### src/rtl/whack_round_fsm.sv
// Whack-a-mole round controller: accepts a target box, flashes it for a hit
// window, scores hits/misses and ends the game after MAX_MISSES misses.
module whack_round_fsm #(
  parameter int unsigned WINDOW_CYCLES   = 50000000,
  parameter int unsigned COOLDOWN_CYCLES = 12500000,
  parameter int unsigned MAX_MISSES      = 3
) (
  input  logic       CLOCK_50,
  input  logic       resetn,
  input  logic       start,
  input  logic [2:0] box,
  input  logic       box_valid,
  input  logic       hit_valid,
  input  logic [2:0] hit_box,
  output logic       flash_on,
  output logic [2:0] flash_box,
  output logic [7:0] score,
  output logic [3:0] misses,
  output logic       hit_ok,
  output logic       miss,
  output logic       game_over
);

  localparam int unsigned SPAN = (WINDOW_CYCLES > COOLDOWN_CYCLES) ? WINDOW_CYCLES : COOLDOWN_CYCLES;
  localparam int unsigned TW   = (SPAN > 2) ? $clog2(SPAN) : 1;

  typedef enum logic [2:0] {
    S_IDLE,
    S_WAIT_TGT,
    S_SHOW,
    S_COOLDOWN,
    S_OVER
  } state_t;

  state_t        state_q, state_d;
  logic [TW-1:0] timer_q, timer_d;
  logic [2:0]    flash_box_q, flash_box_d;
  logic [7:0]    score_q, score_d;
  logic [3:0]    misses_q, misses_d;
  logic          flash_on_q, flash_on_d;
  logic          hit_ok_q, hit_ok_d;
  logic          miss_q, miss_d;
  logic          game_over_q, game_over_d;
  logic [3:0]    misses_inc;

  always_comb begin
    state_d     = state_q;
    timer_d     = timer_q;
    flash_box_d = flash_box_q;
    score_d     = score_q;
    misses_d    = misses_q;
    hit_ok_d    = 1'b0;
    miss_d      = 1'b0;
    misses_inc  = misses_q + 4'd1;

    case (state_q)
      S_IDLE: begin
        if (start) state_d = S_WAIT_TGT;
      end
      S_WAIT_TGT: begin
        if (box_valid && box >= 3'd2 && box <= 3'd5) begin
          flash_box_d = box;
          timer_d     = TW'(WINDOW_CYCLES - 1);
          state_d     = S_SHOW;
        end
      end
      S_SHOW: begin
        // A correct hit wins even on the timeout cycle.
        if (hit_valid && hit_box == flash_box_q) begin
          if (score_q != 8'hFF) score_d = score_q + 8'd1;
          hit_ok_d = 1'b1;
          timer_d  = TW'(COOLDOWN_CYCLES - 1);
          state_d  = S_COOLDOWN;
        end else if (hit_valid || timer_q == '0) begin
          miss_d   = 1'b1;
          misses_d = misses_inc;
          if (misses_inc == 4'(MAX_MISSES)) begin
            state_d = S_OVER;
          end else begin
            timer_d = TW'(COOLDOWN_CYCLES - 1);
            state_d = S_COOLDOWN;
          end
        end else begin
          timer_d = timer_q - 1'b1;
        end
      end
      S_COOLDOWN: begin
        if (timer_q == '0) state_d = S_WAIT_TGT;
        else               timer_d = timer_q - 1'b1;
      end
      S_OVER: begin
        if (start) begin
          score_d  = '0;
          misses_d = '0;
          state_d  = S_WAIT_TGT;
        end
      end
      default: state_d = S_IDLE;
    endcase

    flash_on_d  = (state_d == S_SHOW);
    game_over_d = (state_d == S_OVER);
  end

  always_ff @(posedge CLOCK_50) begin
    if (!resetn) begin
      state_q     <= S_IDLE;
      timer_q     <= '0;
      flash_box_q <= '0;
      score_q     <= '0;
      misses_q    <= '0;
      flash_on_q  <= 1'b0;
      hit_ok_q    <= 1'b0;
      miss_q      <= 1'b0;
      game_over_q <= 1'b0;
    end else begin
      state_q     <= state_d;
      timer_q     <= timer_d;
      flash_box_q <= flash_box_d;
      score_q     <= score_d;
      misses_q    <= misses_d;
      flash_on_q  <= flash_on_d;
      hit_ok_q    <= hit_ok_d;
      miss_q      <= miss_d;
      game_over_q <= game_over_d;
    end
  end

  assign flash_on  = flash_on_q;
  assign flash_box = flash_box_q;
  assign score     = score_q;
  assign misses    = misses_q;
  assign hit_ok    = hit_ok_q;
  assign miss      = miss_q;
  assign game_over = game_over_q;

endmodule
### config.mk
export PLATFORM = sky130hd
export DESIGN_NAME = whack_round_fsm
export DESIGN_NICKNAME = d
export VERILOG_FILES = /design/src/rtl/whack_round_fsm.sv
export SDC_FILE = /design/constraint.sdc
export NUM_CORES = 1
export LEC_CHECK = 0
export CORE_MARGIN = 2
export CORE_UTILIZATION = 56
export CTS_BUF_LIST = sky130_fd_sc_hd__clkbuf_16
export CTS_CLUSTER_DIAMETER = 50
export CTS_CLUSTER_SIZE = 28
export DETAILED_ROUTE_END_ITERATION = 6
export DONT_BUFFER_PORTS = 1
export PLACE_DENSITY = 0.77
export SLEW_MARGIN = 25
export SYNTH_ARGS = -nofsm -noshare
export SYNTH_HDL_FRONTEND = slang
export SYNTH_SLANG_ARGS = --single-unit
### constraint.sdc
create_clock -name CLOCK_50 -period 7.35 [get_ports CLOCK_50]
set_clock_uncertainty 0.05 [all_clocks]
set_input_delay 0.3675 -clock CLOCK_50 [delete_from_list [all_inputs] [get_ports CLOCK_50]]
set_output_delay 0.3675 -clock CLOCK_50 [all_outputs]
set_load 0.02 [all_outputs]
==> results.md, run 1 <==
* Status: finished, final reports clean
* Filler cells at 394
* Register area share after synthesis at 36.5%
* Slew headroom at 38.7%
* Leakage at 1.11 nW
* Dominant cells by area after synthesis: dfxtp_1 (37%), nor2_1 (5.4%), a21oi_1 (5.3%), nor3_1 (3.4%), o21a_1 (2.9%)
* Cts repair resizes at 0
* Vias in the first global route at 2,175
* Post-synth EDFFs at 0
* Design Area, Final at 2790 sq um
* Seq pwr share at 38.9%
* Worst setup SP type: flip-flop
* Worst EP arrival at 3.04 ns
* Cell area after synthesis at 2630 sq um
* Clock Power Share at 25.9%
* Synth Flop Type: dfxtp_1
* Fin. Hold Viols at 0
* Setup TNS at 0 ns
* Clock root cell: clkbuf_16
* Largest net degree at the start of global routing at 26
* RSZ-0062 raised after global routing: no
* CTS tree: yes
* Final Non-Filler Cells at 367
* Diodes inserted at 0
* Dpl hpwl at 4.30 mm
* Placed insts at 359
* Switching Fraction at 37.4%
* Tmin final at 2.91 ns
* Die width at 72.5 um
* Total CTS buffers at 5
* Finish-stage setup viols at 0
* DR vias at 2,416
* DRT Wirelength at 6.28 mm
* Overall Power at 0.000853 W
* Routed Antenna Nets at 0
* Cell Area, Placed at 2650 sq um
* GPL Wtd Cong at 0.841
* Required time worst endpoint at 7.48 ns
* Synth-to-Final Area Change at 6.13%
* Final count of pins violating max slew at 0
* Maximum vdd drop at 0.155 mV
* Skew-Pair Late Insertion Delay at 0.29 ns
* Clock tree sinks at 48
* Clock-pin slew on the worst setup and hold paths at 0.06 ns
* Initial core utilization at 59.2%
* Share of cells above drive strength 1 at 9.52%
* Ports at 30
* Drt wl/cell at 17.1 um
* Grt ovf at 0
* Max-Cap Viols at 0
* Post-Syn Area per Cell at 8.20 sq um
* Chip height at 72.5 um
* Largest area contributor in the netlist: dfxtp_1
* Final net count at 330
* Post-Syn Instances at 321
* DR vias/cell at 6.58
* Core area at 4440 sq um
* Combinational power share at 35.2%
* Initial antenna violation count at 0
* Post-synthesis net count at 337
* First-pass GRT wire length at 10.7 mm
* Area share of the largest cell type after synthesis at 36.5%
* P per Cell Area at 306 nW/um^2
* Reported net switching power at 0.000319 W
* Int Power at 0.000534 W
* Die Footprint at 5260 sq um
* CTS Hold Bufs at 0
* Syn. warnings at 0
* Slew @ Worst Pin at 0.919 ns
* Dpl ws at 4.51 ns
* Global-route usage over all layers at 25.3%
* Port bufs at 0
* Total iterations of the first detailed-routing run at 6
* Seq cells post-synth at 48
* DR iter-0 viols at 279
* Post-synth top cells: dfxtp_1 (48), nor2_1 (38), a21oi_1 (28), nor3_1 (18), nand2_1 (14)
* Kind of critical path: reg -> reg
* H-tree depth at 2
* Worst hold-check path type: in -> reg
* Crit path max fanout at 19
* Synth unique cells at 53
* Setup bufs post-CTS at 0
* DR DRC count at 0
* Asr flop ratio synth at 0%
* Top-count cell post-synth: dfxtp_1
* Rows at 24
* Flip-flop and latch area at 961 sq um
* CP Capture Type: flip-flop
* Max Clock Freq at 344 MHz
* Tcrit/Tclk final at 39.6%
* Area occupied by multi-input gates at 1560 sq um
* Final WS setup at 4.44 ns
* Clock tree buffer depth at 2
## sequential cells by signal (all words and copies together), names as in the netlist
signal,flops
misses,4
timer_q,26
game_over,1
miss,1
score,8
flash_box,3
state_q,3
flash_on,1
hit_ok,1
## critical path, cell delays in order (launching register included)
cell	delay (ns)
dfxtp_1	0.35
inv_1	0.10
ha_1	0.15
or4b_2	0.65
nor3_1	0.31
a21oi_1	0.20
nor2_4	0.46
nand2_1	0.25
o2111a_1	0.28
## per-layer routing
layer | vias to the layer above | global-route usage [%] | wire, um
li1 | 1179 | - | -
met1 | 1102 | 37.2 | 2820
met2 | 128 | 39.0 | 2870
met3 | 7 | 5.28 | 553
met4 | 0 | 4.12 | 34
met5 | - | 0 | 0
## kinds of logic (layout without fill, tap and decap cells)
kind of cell	after synthesis	count (layout)	share of synthesized area (%)
and+or+nand+nor	129	129	26.7
buffers and inverters	29	23	4.33
adders and majority gates	5	5	2.38
muxes	5	5	1.90
AOI/OAI and AO/OA	95	95	24.9
DFF	48	48	36.5
xor gates and xnor gates	10	10	3.33
## stage by stage
stage                     hold slack (ns)  util [%]
after global routing                0.113      62.8
final                               0.112      62.8
after detailed placement            0.415      59.6
after global placement              0.410      59.6
after floorplan                     0.404         -
after CTS                           0.112      62.8
## worst paths after layout
kind | start | endpoint | slack [ns] | cells past startpoint
worst max register to register | timer_q[0] | timer_q[23] | 4.44 | 8
worst max-delay path | timer_q[0] | timer_q[23] | 4.44 | 8
worst min register to register | timer_q[13] | timer_q[13] | 0.45 | 2
worst min-delay path | box[1] | flash_box[2] | 0.11 | 1
## cell type report
class                      count  share of cell area, %
clock buffer                   5                   4.48
clock inverter                 3                  0.627
inverter                      12                   1.61
multi-input combinational    244                   55.7
sequential                    48                   34.4
tap                           52                   2.33
timing repair buffer           3                  0.806
## placed cells by master (no fill, tap or decap), types with 5 or more instances in the layout
cell type  instances
xor2_1             6
a31oi_1            9
clkbuf_16          5
nand2_1           14
mux2i_1            5
nand3_1            9
inv_1             12
nor3_1            18
nand4_1            6
nor4_1             5
and3_1             8
a21oi_1           28
ha_1               5
o211a_1            6
dfxtp_1           48
o21ai_0           12
or4_1              6
o21a_1            10
nor2_1            38
## power by group through the flow
stage | clock [W] | combinational (W) | sequential (W)
after global placement | 0 | 0.000286 | 0.000334
after detailed placement | 0 | 0.000292 | 0.000336
after floorplan | 0 | 0.000247 | 0.000325
final | 0.000221 | 0.000300 | 0.000332
after global routing | 0.000237 | 0.000337 | 0.000337
after CTS | 0.000224 | 0.000295 | 0.000330
(Power assumes the default switching activity.)
==> run 2, diff against run 1 <==
--- a/config.mk
+++ b/config.mk
@@ -12,7 +12,7 @@
 export CTS_CLUSTER_SIZE = 28
 export DETAILED_ROUTE_END_ITERATION = 6
 export DONT_BUFFER_PORTS = 1
-export PLACE_DENSITY = 0.77
+export PLACE_DENSITY = 0.8
 export SLEW_MARGIN = 25
 export SYNTH_ARGS = -nofsm -noshare
 export SYNTH_HDL_FRONTEND = slang
==> constraint.sdc (replaced) <==
create_clock -name CLOCK_50 -period 2.6 [get_ports CLOCK_50]
set_clock_uncertainty 0.05 [all_clocks]
set_input_delay 0.13 -clock CLOCK_50 [delete_from_list [all_inputs] [get_ports CLOCK_50]]
set_output_delay 0.13 -clock CLOCK_50 [all_outputs]
set_load 0.02 [all_outputs]
==> results.md, run 2 (synthesis gave the netlist of run 1 again) <==
* Clock tree sinks at 48 (unchanged)
* Grt ovf at 0 (unchanged)
* H-tree depth at 2 (unchanged)
* Filler cells at 337 (was 394)
* Maximum vdd drop at 0.629 mV (was 0.155 mV)
* DR vias at 2,694 (was 2,416)
* Top reg by flops: timer_q (unchanged)
* Clock-pin slew on the worst setup and hold paths at 0.07 ns (was 0.06 ns)
* Synth-to-Final Area Change at 18.2% (was 6.13%)
* Largest net degree at the start of global routing at 22 (was 26)
* Die Footprint at 5260 sq um (unchanged)
* Required time worst endpoint at 2.74 ns (was 7.48 ns)
* Rows at 24 (unchanged)
* Total CTS buffers at 5 (unchanged)
* Max-Cap Viols at 0 (unchanged)
* Worst EP arrival at 2.68 ns (was 3.04 ns)
* CTS tree: yes (unchanged)
* Reg2reg path depth at 6 (was 8)
* Skew-Pair Late Insertion Delay at 0.29 ns (about the same)
* Initial antenna violation count at 0 (unchanged)
* Final net count at 360 (was 330)
* Status: finished, final reports clean (unchanged)
* Tmin final at 2.54 ns (was 2.91 ns)
* Total iterations of the first detailed-routing run at 5 (was 6)
* Slew headroom at 42.3% (was 38.7%)
* Kind of critical path: reg -> reg (unchanged)
* Diodes inserted at 0 (unchanged)
* Dpl hpwl at 4.71 mm (was 4.30 mm)
* Clock tree buffer depth at 2 (unchanged)
* Setup TNS at 0 ns (unchanged)
* Drt wl/cell at 18.1 um (was 17.1 um)
* Global-route usage over all layers at 28.8% (was 25.3%)
* Placed insts at 384 (was 359)
* Clock root cell: clkbuf_16 (unchanged)
* Tcrit/Tclk final at 97.8% (was 39.6%)
* Worst hold-check path type: in -> reg (unchanged)
* Core area at 4440 sq um (unchanged)
* Routed Antenna Nets at 0 (unchanged)
* Hold path start: resetn (was box[1])
* Vias in the first global route at 2,557 (was 2,175)
* GPL Wtd Cong at 0.897 (was 0.841)
* Post-layout util at 70.0% (was 62.8%)
* Final count of pins violating max slew at 0 (unchanged)
* Slew @ Worst Pin at 0.863 ns (was 0.919 ns)
* DR vias/cell at 6.79 (was 6.58)
* Final Non-Filler Cells at 397 (was 367)
* DRT Wirelength at 7.19 mm (was 6.28 mm)
* FF-to-FF Start: timer_q[0] (unchanged)
* Fin. Hold Viols at 0 (unchanged)
* Port bufs at 0 (unchanged)
* CP Capture Type: flip-flop (unchanged)
* Commonest non-fill, non-tap cell in the layout: dfxtp_1 (unchanged)
* CP startpoint: timer_q[0] (unchanged)
* Ports at 30 (unchanged)
* Die width at 72.5 um (unchanged)
* Worst setup SP type: flip-flop (unchanged)
* Crit path max fanout at 5 (was 19)
* Finish-stage setup viols at 0 (unchanged)
* DR DRC count at 0 (unchanged)
* Max Clock Freq at 393 MHz (was 344 MHz)
* P per Cell Area at 941 nW/um^2 (was 306 nW/um^2)
* Largest register FFs at 26 (unchanged)
* Chip height at 72.5 um (unchanged)
* DR iter-0 viols at 276 (was 279)
* First-pass GRT wire length at 11.9 mm (was 10.7 mm)
* Commonest non-fill, non-tap cells in the layout: dfxtp_1 (48), nor2_1 (38), buf_4 (29) (was dfxtp_1 (48), nor2_1 (38), a21oi_1 (28))
* Leakage at 1.29 nW (was 1.11 nW)
* Initial core utilization at 59.2% (unchanged)
* RSZ-0062 raised after global routing: no (unchanged)
* Hold path cells at 2 (was 1)
* Share of cells above drive strength 1 at 17.4% (was 9.52%)
-- run 2: cell count changes in the layout (fill, tap and decap cells not counted), sizes merged --
cell         change
buf             +26
bufinv           +2
clkinv           -2
dlygate4sd3      +4
-- run 2: cell type report --
type                       instances  area, sq um  area share (%)
sequential                        48          961            30.9
clock buffer                       5          125            4.02
tap                               52         65.1            2.09
multi-input combinational        244         1590            51.0
clock inverter                     3         68.8            2.21
inverter                          12         45.0            1.45
timing repair buffer              33          258            8.29
-- run 2: where the power goes --
| part | leakage, nW | internal (W) | switching (W) |
|---|---|---|---|
| registers | 0.390 | 0.000822 | 0.0000948 |
| clock network | 0.0944 | 0.000555 | 0.000295 |
| logic | 0.807 | 0.000522 | 0.000639 |
-- run 2: final timing paths --
path	to	slack [ns]
worst min register to register	timer_q[11]	0.46
worst min-delay path	timer_q[20]	0.02
worst max register to register	timer_q[21]	0.06
worst max-delay path	timer_q[21]	0.06
-- run 2: worst max-delay path, stage by stage (launching register included) --
cell and delay [ns]:
dfxtp_1 0.35, or4_4 0.56, or2_1 0.27, or4_4 0.51
or3_4 0.35, o21a_1 0.17, o21a_1 0.17
-- run 2: repair_timing --
| action | in CTS | in global routing |
|---|---|---|
| setup endpoints to repair | 5 | 11 |
| hold endpoints to repair | 24 | 0 |
| pin swaps | 0 | 2 |
| buffers inserted | 0 | 1 |
| hold buffers | 4 | 0 |
| gates resized for setup | 1 | 5 |
-- run 2: layer usage --
layer	share of wire [%]	wire length, um	track usage [%]	vias to the layer above
met1	42	3050	37.6	1278
met2	47	3390	45.1	156
met5	0	0	0	-
li1	-	-	-	1240
met4	1.7	124	11.1	0
met3	8.7	624	8.33	20
-- run 2: per-stage QoR --
stage / hold WS (ns) / setup slack (ns) / power (W) / area [sq um]
2_1_floorplan: 0.170 / -0.0430 / 0.00164 / 2640
3_3_place_gp: 0.173 / 0.114 / 0.00192 / 2840
3_5_place_dp: 0.181 / 0.00459 / 0.00195 / 2840
4_1_cts: 0.0190 / 0.0360 / 0.00282 / 3080
5_1_grt: 0.00983 / 0.00519 / 0.00307 / 3110
6_report: 0.0164 / 0.0577 / 0.00293 / 3110
